<file path="src/rtl/ble_cmd_controller.sv">
// BLE command packet parser and arbiter: merges validated UART packet commands with
// local controls. Status counters and link supervision are tracked alongside.
module ble_cmd_controller #(
  parameter int TIMEOUT_CYCLES = 742500,
  parameter int LINK_FRAMES    = 30
) (
  input  logic       clk_in,
  input  logic       rst_in,
  input  logic [7:0] byte_in,
  input  logic       byte_valid_in,
  input  logic       new_frame_in,
  input  logic       ble_enable_in,
  input  logic       hit_btn_in,
  input  logic       pan_left_sw_in,
  input  logic       pan_right_sw_in,
  output logic       charging_hit_out,
  output logic       pan_left_out,
  output logic       pan_right_out,
  output logic       new_game_out,
  output logic       link_active_out,
  output logic [7:0] last_cmd_out,
  output logic [7:0] pkt_ok_count_out,
  output logic [7:0] pkt_err_count_out
);

  localparam int TW = $clog2(TIMEOUT_CYCLES + 1);
  localparam int FW = $clog2(LINK_FRAMES + 1);

  typedef enum logic [1:0] {IDLE, GOT_HDR, GOT_CMD, GOT_ARG} state_t;

  state_t        state_reg;
  logic          run_reg;
  logic [TW-1:0] idle_cnt_reg;
  logic [7:0]    cmd_reg, arg_reg;
  logic          ev_good_reg, ev_err_reg;

  logic          hit_latch_reg, pan_l_latch_reg, pan_r_latch_reg, game_reg, link_reg;
  logic [7:0]    ok_cnt_reg, err_cnt_reg, last_cmd_reg;
  logic [FW-1:0] frame_cnt_reg;

  logic          pan_l_req, pan_r_req;

  // Stage 1: byte parser. run_reg holds off byte acceptance for one edge after reset release.
  always_ff @(posedge clk_in or negedge rst_in) begin
    if (!rst_in) begin
      state_reg    <= IDLE;
      run_reg      <= 1'b0;
      idle_cnt_reg <= '0;
      cmd_reg      <= '0;
      arg_reg      <= '0;
      ev_good_reg  <= 1'b0;
      ev_err_reg   <= 1'b0;
    end else begin
      run_reg     <= 1'b1;
      ev_good_reg <= 1'b0;
      ev_err_reg  <= 1'b0;
      if (run_reg) begin
        if (byte_valid_in) begin
          idle_cnt_reg <= '0;
          case (state_reg)
            IDLE:    if (byte_in == 8'hA5) state_reg <= GOT_HDR;
            GOT_HDR: begin cmd_reg <= byte_in; state_reg <= GOT_CMD; end
            GOT_CMD: begin arg_reg <= byte_in; state_reg <= GOT_ARG; end
            default: begin
              state_reg <= IDLE;
              if (byte_in == (cmd_reg ^ arg_reg ^ 8'h5A) && cmd_reg >= 8'h01 && cmd_reg <= 8'h04)
                ev_good_reg <= 1'b1;
              else
                ev_err_reg <= 1'b1;
            end
          endcase
        end else if (state_reg != IDLE) begin
          // A byte on the timeout cycle takes the branch above, so the byte wins.
          if (idle_cnt_reg == TW'(TIMEOUT_CYCLES - 1)) begin
            state_reg    <= IDLE;
            ev_err_reg   <= 1'b1;
            idle_cnt_reg <= '0;
          end else begin
            idle_cnt_reg <= idle_cnt_reg + 1'b1;
          end
        end
      end
    end
  end

  // Stage 2: apply packet results to latches, counters and link supervision.
  always_ff @(posedge clk_in or negedge rst_in) begin
    if (!rst_in) begin
      hit_latch_reg   <= 1'b0;
      pan_l_latch_reg <= 1'b0;
      pan_r_latch_reg <= 1'b0;
      game_reg        <= 1'b0;
      link_reg        <= 1'b0;
      ok_cnt_reg      <= '0;
      err_cnt_reg     <= '0;
      last_cmd_reg    <= '0;
      frame_cnt_reg   <= '0;
    end else begin
      game_reg <= 1'b0;
      if (ev_err_reg && err_cnt_reg != 8'hFF) err_cnt_reg <= err_cnt_reg + 8'd1;
      if (ev_good_reg) begin
        if (ok_cnt_reg != 8'hFF) ok_cnt_reg <= ok_cnt_reg + 8'd1;
        last_cmd_reg  <= cmd_reg;
        link_reg      <= 1'b1;
        frame_cnt_reg <= '0;
        case (cmd_reg)
          8'h01:   hit_latch_reg <= 1'b1;
          8'h02:   hit_latch_reg <= 1'b0;
          8'h03:   begin pan_l_latch_reg <= arg_reg[0]; pan_r_latch_reg <= arg_reg[1]; end
          default: game_reg <= 1'b1;
        endcase
      end else if (link_reg && new_frame_in) begin
        if (frame_cnt_reg == FW'(LINK_FRAMES - 1)) begin
          link_reg        <= 1'b0;
          frame_cnt_reg   <= '0;
          hit_latch_reg   <= 1'b0;
          pan_l_latch_reg <= 1'b0;
          pan_r_latch_reg <= 1'b0;
        end else begin
          frame_cnt_reg <= frame_cnt_reg + 1'b1;
        end
      end
    end
  end

  assign pan_l_req = pan_left_sw_in  | (ble_enable_in & pan_l_latch_reg);
  assign pan_r_req = pan_right_sw_in | (ble_enable_in & pan_r_latch_reg);

  // Stage 3: registered outputs; conflicting pan requests cancel each other.
  always_ff @(posedge clk_in or negedge rst_in) begin
    if (!rst_in) begin
      charging_hit_out  <= 1'b0;
      pan_left_out      <= 1'b0;
      pan_right_out     <= 1'b0;
      new_game_out      <= 1'b0;
      link_active_out   <= 1'b0;
      last_cmd_out      <= '0;
      pkt_ok_count_out  <= '0;
      pkt_err_count_out <= '0;
    end else begin
      charging_hit_out  <= hit_btn_in | (ble_enable_in & hit_latch_reg);
      pan_left_out      <= pan_l_req & ~pan_r_req;
      pan_right_out     <= pan_r_req & ~pan_l_req;
      new_game_out      <= game_reg & ble_enable_in;
      link_active_out   <= link_reg;
      last_cmd_out      <= last_cmd_reg;
      pkt_ok_count_out  <= ok_cnt_reg;
      pkt_err_count_out <= err_cnt_reg;
    end
  end

endmodule
</file>
<file path="config.mk">
export PLATFORM = sky130hd
export DESIGN_NAME = ble_cmd_controller
export DESIGN_NICKNAME = d
export VERILOG_FILES = /design/src/rtl/ble_cmd_controller.sv
export SDC_FILE = /design/constraint.sdc
export NUM_CORES = 1
export LEC_CHECK = 0
export BUFFER_PORTS_ARGS = -buffer_cell sky130_fd_sc_hd__buf_2
export CAP_MARGIN = 15
export CORE_MARGIN = 10
export CORE_UTILIZATION = 35
export CTS_BUF_LIST = sky130_fd_sc_hd__clkbuf_4 sky130_fd_sc_hd__clkbuf_8
export DETAILED_ROUTE_END_ITERATION = 6
export GPL_TIMING_DRIVEN = 1
export MAX_ROUTING_LAYER = met4
export PLACE_DENSITY = 0.56
export SETUP_SLACK_MARGIN = 0.3
export SLEW_MARGIN = 5
export SYNTH_ARGS = -nofsm -noshare
export SYNTH_HDL_FRONTEND = slang
export SYNTH_SLANG_ARGS = --single-unit
</file>
<file path="constraint.sdc">
create_clock -name clk_in -period 3.55 [get_ports clk_in]
set_clock_uncertainty 0.05 [all_clocks]
set_input_delay 0.71 -clock clk_in [delete_from_list [all_inputs] [get_ports clk_in]]
set_output_delay 0.71 -clock clk_in [all_outputs]
set_load 0.01 [all_outputs]
</file>
==> results of run 1 <==
-- cells in the mapped netlist, types with 2 or more instances --
master / n / area share, %
a22o_1: 11 / 2.1
nor2_1: 14 / 1.2
ha_1: 9 / 2.5
and3_1: 7 / 0.97
nor3_1: 14 / 1.6
a21o_1: 3 / 0.50
nor2b_1: 4 / 0.56
mux2_2: 26 / 6.5
xor3_1: 2 / 1.1
o21ai_0: 21 / 2.3
xor2_1: 7 / 1.4
xnor3_1: 2 / 1.0
o21a_1: 2 / 0.33
mux2i_1: 3 / 0.67
xnor2_1: 20 / 3.9
nand2_1: 25 / 2.1
and2_1: 2 / 0.28
nor4_1: 8 / 1.1
and2b_1: 3 / 0.50
a21oi_1: 7 / 0.78
nand3_1: 15 / 1.7
o31ai_1: 3 / 0.50
dfrtp_1: 104 / 58
clkbuf_1: 9 / 0.75
a41o_1: 2 / 0.45
inv_1: 7 / 0.58
or3_1: 2 / 0.28
or2_2: 2 / 0.28
nor4b_1: 2 / 0.39
nand4_1: 9 / 1.3
a31oi_1: 2 / 0.28
and3_2: 2 / 0.33
a32o_1: 2 / 0.45
-- how the worst max path moves through the flow --
stage / start / to / cells after the start
after detailed placement: byte_valid_in / idle_cnt_reg[0]$_DFFE_PN0P_ / 4
after global routing: state_reg[0]$_DFFE_PN0P_ / idle_cnt_reg[0]$_DFFE_PN0P_ / 6
final: state_reg[0]$_DFFE_PN0P_ / idle_cnt_reg[0]$_DFFE_PN0P_ / 6
after CTS: state_reg[0]$_DFFE_PN0P_ / idle_cnt_reg[0]$_DFFE_PN0P_ / 6
after floorplan: state_reg[0]$_DFFE_PN0P_ / idle_cnt_reg[19]$_DFFE_PN0P_ / 7
after global placement: byte_valid_in / idle_cnt_reg[0]$_DFFE_PN0P_ / 4
-- metal layers --
layer | track usage, % | share of wire [%] | vias to the layer above
li1 | - | - | 1423
met1 | 12.8 | 47 | 1439
met4 | 4.47 | 2.0 | 0
met2 | 16.1 | 46 | 52
met5 | - | 0 | -
met3 | 3.16 | 4.7 | 13
-- worst reg2reg max path: stages (launching register included) --
cell	delay, ns
dfrtp_1	0.41
inv_1	0.11
ha_1	0.20
inv_1	0.06
o21ai_1	0.72
nor2_1	0.39
mux2_2	0.37
-- power breakdown --
group / internal [mW] / switching, mW / total (mW)
combinational: 0.355 / 0.314 / 0.669
sequential: 1.40 / 0.223 / 1.62
clock: 0.475 / 0.420 / 0.896
-- layout make-up --
class	instances	area, µm²
flip-flops and latches	104	2600
repair buffers	47	245
well taps	172	215
fillers	1248	7460
multi-input cells	247	1820
clock buffers	9	124
inverters	7	26.3
clock inverters	7	125
-- metrics by stage --
stage | total power, mW | area, µm² | hold slack [ns] | worst slack, ns | util, %
after global placement | 2.30 | 4910 | 0.304 | 1.01 | 38.9
after global routing | 3.41 | 5160 | 0.280 | 0.819 | 40.9
after floorplan | 2.12 | 4490 | 0.300 | 1.60 | -
after detailed placement | 2.32 | 4910 | 0.308 | 0.979 | 38.9
final | 3.19 | 5160 | 0.260 | 1.14 | 40.9
after CTS | 3.24 | 5160 | 0.257 | 1.09 | 40.9
-- logic make-up (layout without fill, tap and decap cells) --
group                    after synthesis  in the layout  synth area share (%)
XOR/XNOR                              31             31                  7.32
buffers and inverters                 18             70                  1.59
AO/OA/AOI/OAI                         59             59                  8.83
AND/OR/NAND/NOR                      118            118                  14.6
multiplexers                          29             29                  7.18
flip-flops                           104            104                  57.9
adder cells (fa/ha/maj)                9              9                  2.51
other                                  1              1                0.0835
==> metrics.txt, run 1 <==
# TYPE chip_impl_metric gauge
chip_impl_info{name="crit_path_frequent_cell",value="inv_1"} 1
chip_impl_metric{name="grt_max_degree",unit=""} 46
chip_impl_metric{name="cts_hold_buffers",unit=""} 0
chip_impl_metric{name="flow.area_growth_from_synthesis",unit="%"} 14.8
chip_impl_info{name="cts_root_buffer",value="clkbuf_8"} 1
chip_impl_metric{name="clock_latency",unit="ns"} 0.38
chip_impl_metric{name="route.final.wire_length",unit="µm"} 8780
chip_impl_metric{name="initial_utilization",unit="%"} 35.6
chip_impl_info{name="reg_to_reg_endpoint",value="idle_cnt_reg[0]$_DFFE_PN0P_"} 1
chip_impl_metric{name="dp_cells",unit=""} 577
chip_impl_info{name="worst_r2r_startpoint",value="state_reg[0]$_DFFE_PN0P_"} 1
chip_impl_metric{name="overflow",unit=""} 0
chip_impl_metric{name="cts_buffers",unit=""} 9
chip_impl_metric{name="track_usage",unit="%"} 10.6
chip_impl_info{name="final_cell_mix",value="104 x dfrtp_1, 43 x buf_2, 26 x mux2_2, 25 x nand2_1, 21 x o21ai_0"} 1
chip_impl_metric{name="rows",unit=""} 41
chip_impl_metric{name="postSynthNetCount",unit=""} 394
chip_impl_info{name="hold_path_class",value="in -> async"} 1
chip_impl_metric{name="ir_worst_vdd",unit="V"} 0.000381
chip_impl_info{name="path_class",value="reg -> reg"} 1
chip_impl_metric{name="cts_clk_pin_slew_worst_paths",unit="ns"} 0.10
chip_impl_metric{name="max-slew-margin-rel",unit="%"} 39.0
chip_impl_metric{name="via_count_of_the_first_global_routing_pass",unit=""} 2990
chip_impl_metric{name="syn_avg_cell_area",unit="µm²"} 12.2
chip_impl_metric{name="crit_arrival",unit="ns"} 2.63
chip_impl_metric{name="postSynth.asyncResetShare",unit="%"} 100
chip_impl_metric{name="post-route-min-period",unit="ns"} 2.41
chip_impl_metric{name="worstMarginPinSlew",unit="ns"} 0.909
chip_impl_metric{name="layout-drive-gt1-share",unit="%"} 23.3
chip_impl_metric{name="warnings_synthesis",unit=""} 0
chip_impl_metric{name="reg2reg_slack",unit="ns"} 1.14
chip_impl_metric{name="syn_area",unit="mm²"} 0.00449
chip_impl_metric{name="grt_antenna_before_repair",unit=""} 0
chip_impl_metric{name="power_density_over_the_cells",unit="mW/mm²"} 618
chip_impl_metric{name="crit_path_max_fanout",unit=""} 14
chip_impl_metric{name="synthDistinctLibCells",unit=""} 51
chip_impl_metric{name="drv_slew",unit=""} 0
chip_impl_metric{name="layout.cells.non_filler",unit=""} 593
chip_impl_metric{name="drt_iter0_drc",unit=""} 236
chip_impl_metric{name="via_per_inst",unit=""} 4.94
chip_impl_metric{name="synth_edf_count",unit=""} 0
chip_impl_metric{name="io_pins",unit=""} 45
chip_impl_metric{name="clockBufferDepth",unit=""} 2
chip_impl_metric{name="overall_via_count_from_detail_route",unit=""} 2927
chip_impl_info{name="critPathSlowestCell",value="o21ai_1"} 1
chip_impl_info{name="outcome",value="complete, no violations"} 1
chip_impl_metric{name="final_min_period_over_clock_period",unit="%"} 68.0
chip_impl_metric{name="report.final.hold_viol_count",unit=""} 0
chip_impl_info{name="layout_commonest_cell",value="dfrtp_1"} 1
chip_impl_metric{name="dieArea",unit="mm²"} 0.0178
chip_impl_metric{name="drc_errors",unit=""} 0
chip_impl_info{name="timing.critical_path.cells",value="inv_1 -> ha_1 -> inv_1 -> o21ai_1 -> nor2_1 -> mux2_2"} 1
chip_impl_metric{name="worst_r2r_path_depth",unit=""} 6
chip_impl_metric{name="core",unit="mm²"} 0.0126
chip_impl_metric{name="critical_path_required",unit="ns"} 3.77
chip_impl_metric{name="max_ffs_per_register",unit=""} 20
chip_impl_info{name="critPathLaunchType",value="flop"} 1
chip_impl_metric{name="fp.dieH",unit="µm"} 133
chip_impl_metric{name="number_of_routed_nets_with_antenna_violations",unit=""} 0
chip_impl_metric{name="timing.final.setup_violations",unit=""} 0
chip_impl_metric{name="floorplan.die.width",unit="µm"} 133
chip_impl_metric{name="dp_hpwl",unit="µm"} 6090
chip_impl_metric{name="port-buffer-count",unit=""} 44
chip_impl_metric{name="cellLeakagePower",unit="nW"} 2.47
chip_impl_metric{name="combined_buffer_and_inverter_count_along_the_critical_path",unit=""} 2
chip_impl_metric{name="detail_route.wl_per_cell",unit="µm"} 14.8
chip_impl_metric{name="fin_nets",unit=""} 441
chip_impl_metric{name="max_freq",unit="MHz"} 414
chip_impl_metric{name="drt_pass1_iterations",unit=""} 4
chip_impl_info{name="endpoint_kind",value="flop"} 1
chip_impl_info{name="tritoncts",value="done"} 1
chip_impl_metric{name="globalplace.congestion",unit=""} 0.789
chip_impl_info{name="grt_setup_unrepaired",value="no"} 1
chip_impl_metric{name="setup_total_negative_slack",unit="ns"} 0
chip_impl_metric{name="n_antenna_cell",unit=""} 0
chip_impl_metric{name="postSynthCellCount",unit=""} 369
chip_impl_metric{name="synth.yosys.seq_area_share",unit="%"} 57.9
chip_impl_metric{name="cts-resized-gates",unit=""} 0
chip_impl_metric{name="sink_count_of_the_clock_tree",unit=""} 104
chip_impl_metric{name="first_pass_grt_wire_length",unit="µm"} 15000
chip_impl_info{name="ys.flop_type",value="dfrtp_1"} 1
chip_impl_info{name="path_delay_family",value="compound AO/OA/AOI/OAI gates"} 1
chip_impl_metric{name="cts.repair_timing.setup_buffer_count",unit=""} 0
chip_impl_metric{name="htree_levels",unit=""} 3
chip_impl_metric{name="critical_path.max_stage_delay",unit="ns"} 0.72
chip_impl_metric{name="maxCapViolations",unit=""} 0
chip_impl_metric{name="yosys_register_bits",unit=""} 104
Note: power is estimated with default switching activity, not from simulation.
==> run 2, diff against run 1 <==
--- a/config.mk
+++ b/config.mk
@@ -5,6 +5,7 @@
 export SDC_FILE = /design/constraint.sdc
 export NUM_CORES = 1
 export LEC_CHECK = 0
+export ABC_AREA = 1
 export BUFFER_PORTS_ARGS = -buffer_cell sky130_fd_sc_hd__buf_2
 export CAP_MARGIN = 15
 export CORE_MARGIN = 10
==> constraint.sdc (replaced) <==
create_clock -name clk_in -period 2.5 [get_ports clk_in]
set_clock_uncertainty 0.05 [all_clocks]
set_input_delay 0.5 -clock clk_in [delete_from_list [all_inputs] [get_ports clk_in]]
set_output_delay 0.5 -clock clk_in [all_outputs]
set_load 0.01 [all_outputs]
==> metrics.txt, run 2 <==
# TYPE chip_impl_metric gauge
chip_impl_metric{name="cts_buffers",unit=""} 9
chip_impl_metric{name="io_pins",unit=""} 45
chip_impl_metric{name="cts.repair_timing.setup_buffer_count",unit=""} 0
chip_impl_metric{name="drc_errors",unit=""} 0
chip_impl_metric{name="overflow",unit=""} 0
chip_impl_metric{name="first_pass_grt_wire_length",unit="µm"} 16000
chip_impl_metric{name="clock_latency",unit="ns"} 0.39
chip_impl_metric{name="via_per_inst",unit=""} 4.61
chip_impl_info{name="cts_root_buffer",value="clkbuf_8"} 1
chip_impl_info{name="critPathLaunchType",value="flop"} 1
chip_impl_metric{name="number_of_routed_nets_with_antenna_violations",unit=""} 0
chip_impl_metric{name="drt_iter0_drc",unit=""} 284
chip_impl_metric{name="cts_clk_pin_slew_worst_paths",unit="ns"} 0.10
chip_impl_metric{name="synth_top_area_share",unit="%"} 54.8
chip_impl_metric{name="power_density_over_the_cells",unit="mW/mm²"} 795
chip_impl_metric{name="synth.yosys.seq_area_share",unit="%"} 54.8
chip_impl_metric{name="worst_r2r_path_depth",unit=""} 10
chip_impl_metric{name="stdcell_area",unit="mm²"} 0.00538
chip_impl_info{name="ys.flop_type",value="dfrtp_1"} 1
chip_impl_metric{name="cts_hold_buffers",unit=""} 0
chip_impl_metric{name="critical_path_required",unit="ns"} 2.74
chip_impl_metric{name="grt_max_degree",unit=""} 43
chip_impl_metric{name="syn_avg_cell_area",unit="µm²"} 8.88
chip_impl_info{name="post_synth_most_frequent_cells",value="140 x nand2_1, 104 x dfrtp_1, 64 x inv_1"} 1
chip_impl_metric{name="sink_count_of_the_clock_tree",unit=""} 104
chip_impl_info{name="synth.top_cells.by_area",value="dfrtp_1 55%, nand2_1 11%, inv_1 5.1%, nor2_1 3.6%, nand3_1 3.2%"} 1
chip_impl_metric{name="rows",unit=""} 42
chip_impl_metric{name="ir_worst_vdd",unit="V"} 0.000338
chip_impl_metric{name="report.final.hold_viol_count",unit=""} 0
chip_impl_info{name="path_class",value="reg -> reg"} 1
chip_impl_metric{name="synth_edf_count",unit=""} 0
chip_impl_metric{name="setup_total_negative_slack",unit="ns"} 0
chip_impl_info{name="worst_r2r_startpoint",value="state_reg[0]$_DFFE_PN0P_"} 1
chip_impl_metric{name="crit_path_max_fanout",unit=""} 15
chip_impl_metric{name="max_freq",unit="MHz"} 551
chip_impl_metric{name="via_count_of_the_first_global_routing_pass",unit=""} 3323
chip_impl_metric{name="fp.dieH",unit="µm"} 137
chip_impl_metric{name="worstMarginPinSlew",unit="ns"} 0.552
chip_impl_info{name="tritoncts",value="done"} 1
chip_impl_metric{name="fin_nets",unit=""} 612
chip_impl_metric{name="n_antenna_cell",unit=""} 0
chip_impl_metric{name="route.final.wire_length",unit="µm"} 9510
chip_impl_metric{name="max_ffs_per_register",unit=""} 20
chip_impl_metric{name="port-buffer-count",unit=""} 44
chip_impl_metric{name="initial_utilization",unit="%"} 35.7
chip_impl_info{name="synth_area_leader_cell",value="dfrtp_1"} 1
chip_impl_metric{name="dp_hpwl",unit="µm"} 6890
chip_impl_metric{name="overall_via_count_from_detail_route",unit=""} 3538
chip_impl_metric{name="final_min_period_over_clock_period",unit="%"} 72.5
chip_impl_metric{name="core",unit="mm²"} 0.0133
chip_impl_metric{name="globalplace.congestion",unit=""} 0.828
chip_impl_metric{name="cellLeakagePower",unit="nW"} 2.75
chip_impl_metric{name="crit_arrival",unit="ns"} 2.05
chip_impl_metric{name="dieArea",unit="mm²"} 0.0186
chip_impl_metric{name="timing.final.setup_violations",unit=""} 0
chip_impl_metric{name="max-slew-margin-rel",unit="%"} 63.2
chip_impl_metric{name="layout-drive-gt1-share",unit="%"} 15.2
chip_impl_info{name="reg_to_reg_endpoint",value="idle_cnt_reg[9]$_DFFE_PN0P_"} 1
chip_impl_metric{name="warnings_synthesis",unit=""} 0
chip_impl_metric{name="reg2reg_slack",unit="ns"} 0.69
chip_impl_metric{name="synthDistinctLibCells",unit=""} 38
chip_impl_info{name="endpoint_kind",value="flop"} 1
chip_impl_info{name="yosys.cell_count.top_type",value="nand2_1"} 1
chip_impl_info{name="grt_setup_unrepaired",value="no"} 1
chip_impl_metric{name="postSynthCellCount",unit=""} 535
chip_impl_metric{name="htree_levels",unit=""} 3
chip_impl_info{name="outcome",value="complete, no violations"} 1
chip_impl_metric{name="floorplan.die.width",unit="µm"} 137
chip_impl_metric{name="maxCapViolations",unit=""} 0
chip_impl_metric{name="drv_slew",unit=""} 0
chip_impl_metric{name="postPlaceCellArea",unit="mm²"} 0.00520
chip_impl_metric{name="grt_antenna_before_repair",unit=""} 0
chip_impl_info{name="final_cell_mix",value="140 x nand2_1, 104 x dfrtp_1, 64 x inv_1, 46 x nor2_1, 43 x buf_2"} 1
chip_impl_info{name="hold_path_class",value="in -> async"} 1
chip_impl_metric{name="power",unit="mW"} 4.28
chip_impl_metric{name="layout.core_utilization",unit="%"} 40.4
chip_impl_metric{name="postSynthNetCount",unit=""} 560
chip_impl_metric{name="clockBufferDepth",unit=""} 2
chip_impl_metric{name="postSynth.asyncResetShare",unit="%"} 100
chip_impl_metric{name="track_usage",unit="%"} 11.0
chip_impl_metric{name="post-route-min-period",unit="ns"} 1.81
chip_impl_metric{name="yosys_register_bits",unit=""} 104
chip_impl_metric{name="syn_area",unit="mm²"} 0.00475
chip_impl_metric{name="flow.area_growth_from_synthesis",unit="%"} 13.1
chip_impl_metric{name="drt_pass1_iterations",unit=""} 4
chip_impl_info{name="layout_commonest_cell",value="nand2_1"} 1
chip_impl_metric{name="detail_route.wl_per_cell",unit="µm"} 12.4
chip_impl_metric{name="cts-resized-gates",unit=""} 0
chip_impl_metric{name="fin_hold_ws",unit="ns"} 0.0448
==> run 2: cell count changes after synthesis, moves of 6 or more <==
cell,previous run,this run
mux2_2,26,1
xor2_1,7,15
clkbuf_1,9,3
xnor2_1,20,11
o21ai_0,21,29
and3_1,7,1
nand2_1,25,140
nand3_1,15,30
a22o_1,11,0
nand2_2,0,7
inv_1,7,64
nor2_1,14,46
==> run 2: cell families after synthesis <==
kind of cell               count (synthesis)  synth area share (%)
AOI/OAI and AO/OA                         53                  6.00
xor gates and xnor gates                  26                  4.79
adders and majority gates                  9                  2.37
buffers and inverters                     77                  6.35
DFF                                      104                  54.8
muxes                                      1                 0.237
other                                      1                0.0789
and+or+nand+nor                          264                  25.4
==> run 2: cell type report <==
class | instances | area [µm²]
clock buffer | 12 | 146
clock inverter | 4 | 31.3
fill | 1326 | 7920
inverter | 71 | 270
multi-input combinational | 354 | 1850
sequential | 104 | 2600
tap | 176 | 220
timing repair buffer | 47 | 258
==> run 2: worst max-delay path by stage <==
stage,start,endpoint,slack [ns],cells after the start
detailed placement,state_reg[0]$_DFFE_PN0P_,idle_cnt_reg[9]$_DFFE_PN0P_,0.69,10
CTS,state_reg[0]$_DFFE_PN0P_,idle_cnt_reg[9]$_DFFE_PN0P_,0.69,10
global placement,state_reg[0]$_DFFE_PN0P_,idle_cnt_reg[9]$_DFFE_PN0P_,0.75,10
finish,state_reg[0]$_DFFE_PN0P_,idle_cnt_reg[9]$_DFFE_PN0P_,0.69,10
floorplan,state_reg[0]$_DFFE_PN0P_,idle_cnt_reg[10]$_DFFE_PN0P_,0.91,9
global route,state_reg[0]$_DFFE_PN0P_,idle_cnt_reg[9]$_DFFE_PN0P_,0.52,10
==> run 2: where the power goes <==
group          switching [mW]  internal (mW)  total, mW
sequential              0.269           1.98       2.25
combinational           0.641          0.406       1.05
clock                   0.584          0.398      0.982
==> run 2: stage by stage <==
step           setup slack (ns)  std cells
6_report                  0.686        768
4_1_cts                   0.687        768
5_1_grt                   0.516        768
3_5_place_dp              0.690        752
3_3_place_gp              0.752        752
2_1_floorplan             0.912        535
==> run 2: worst max-delay path, cell delays in order (launching register included) <==
cell,delay (ns)
dfrtp_1,0.41
inv_1,0.08
ha_1,0.25
nor2_4,0.18
nor2_8,0.08
inv_4,0.14
nand2_1,0.12
nor3_2,0.15
nand3_1,0.11
nor2_1,0.10
nor2_1,0.05
==> run 2: per-layer routing <==
metal  share of wire [%]  vias to the layer above  track usage (%)
li1                    -                     1805                -
met1                  49                     1654             14.1
met2                  44                       68             16.0
met3                 5.1                       11             2.57
met4                 2.0                        0             5.74
met5                   0                        -                -
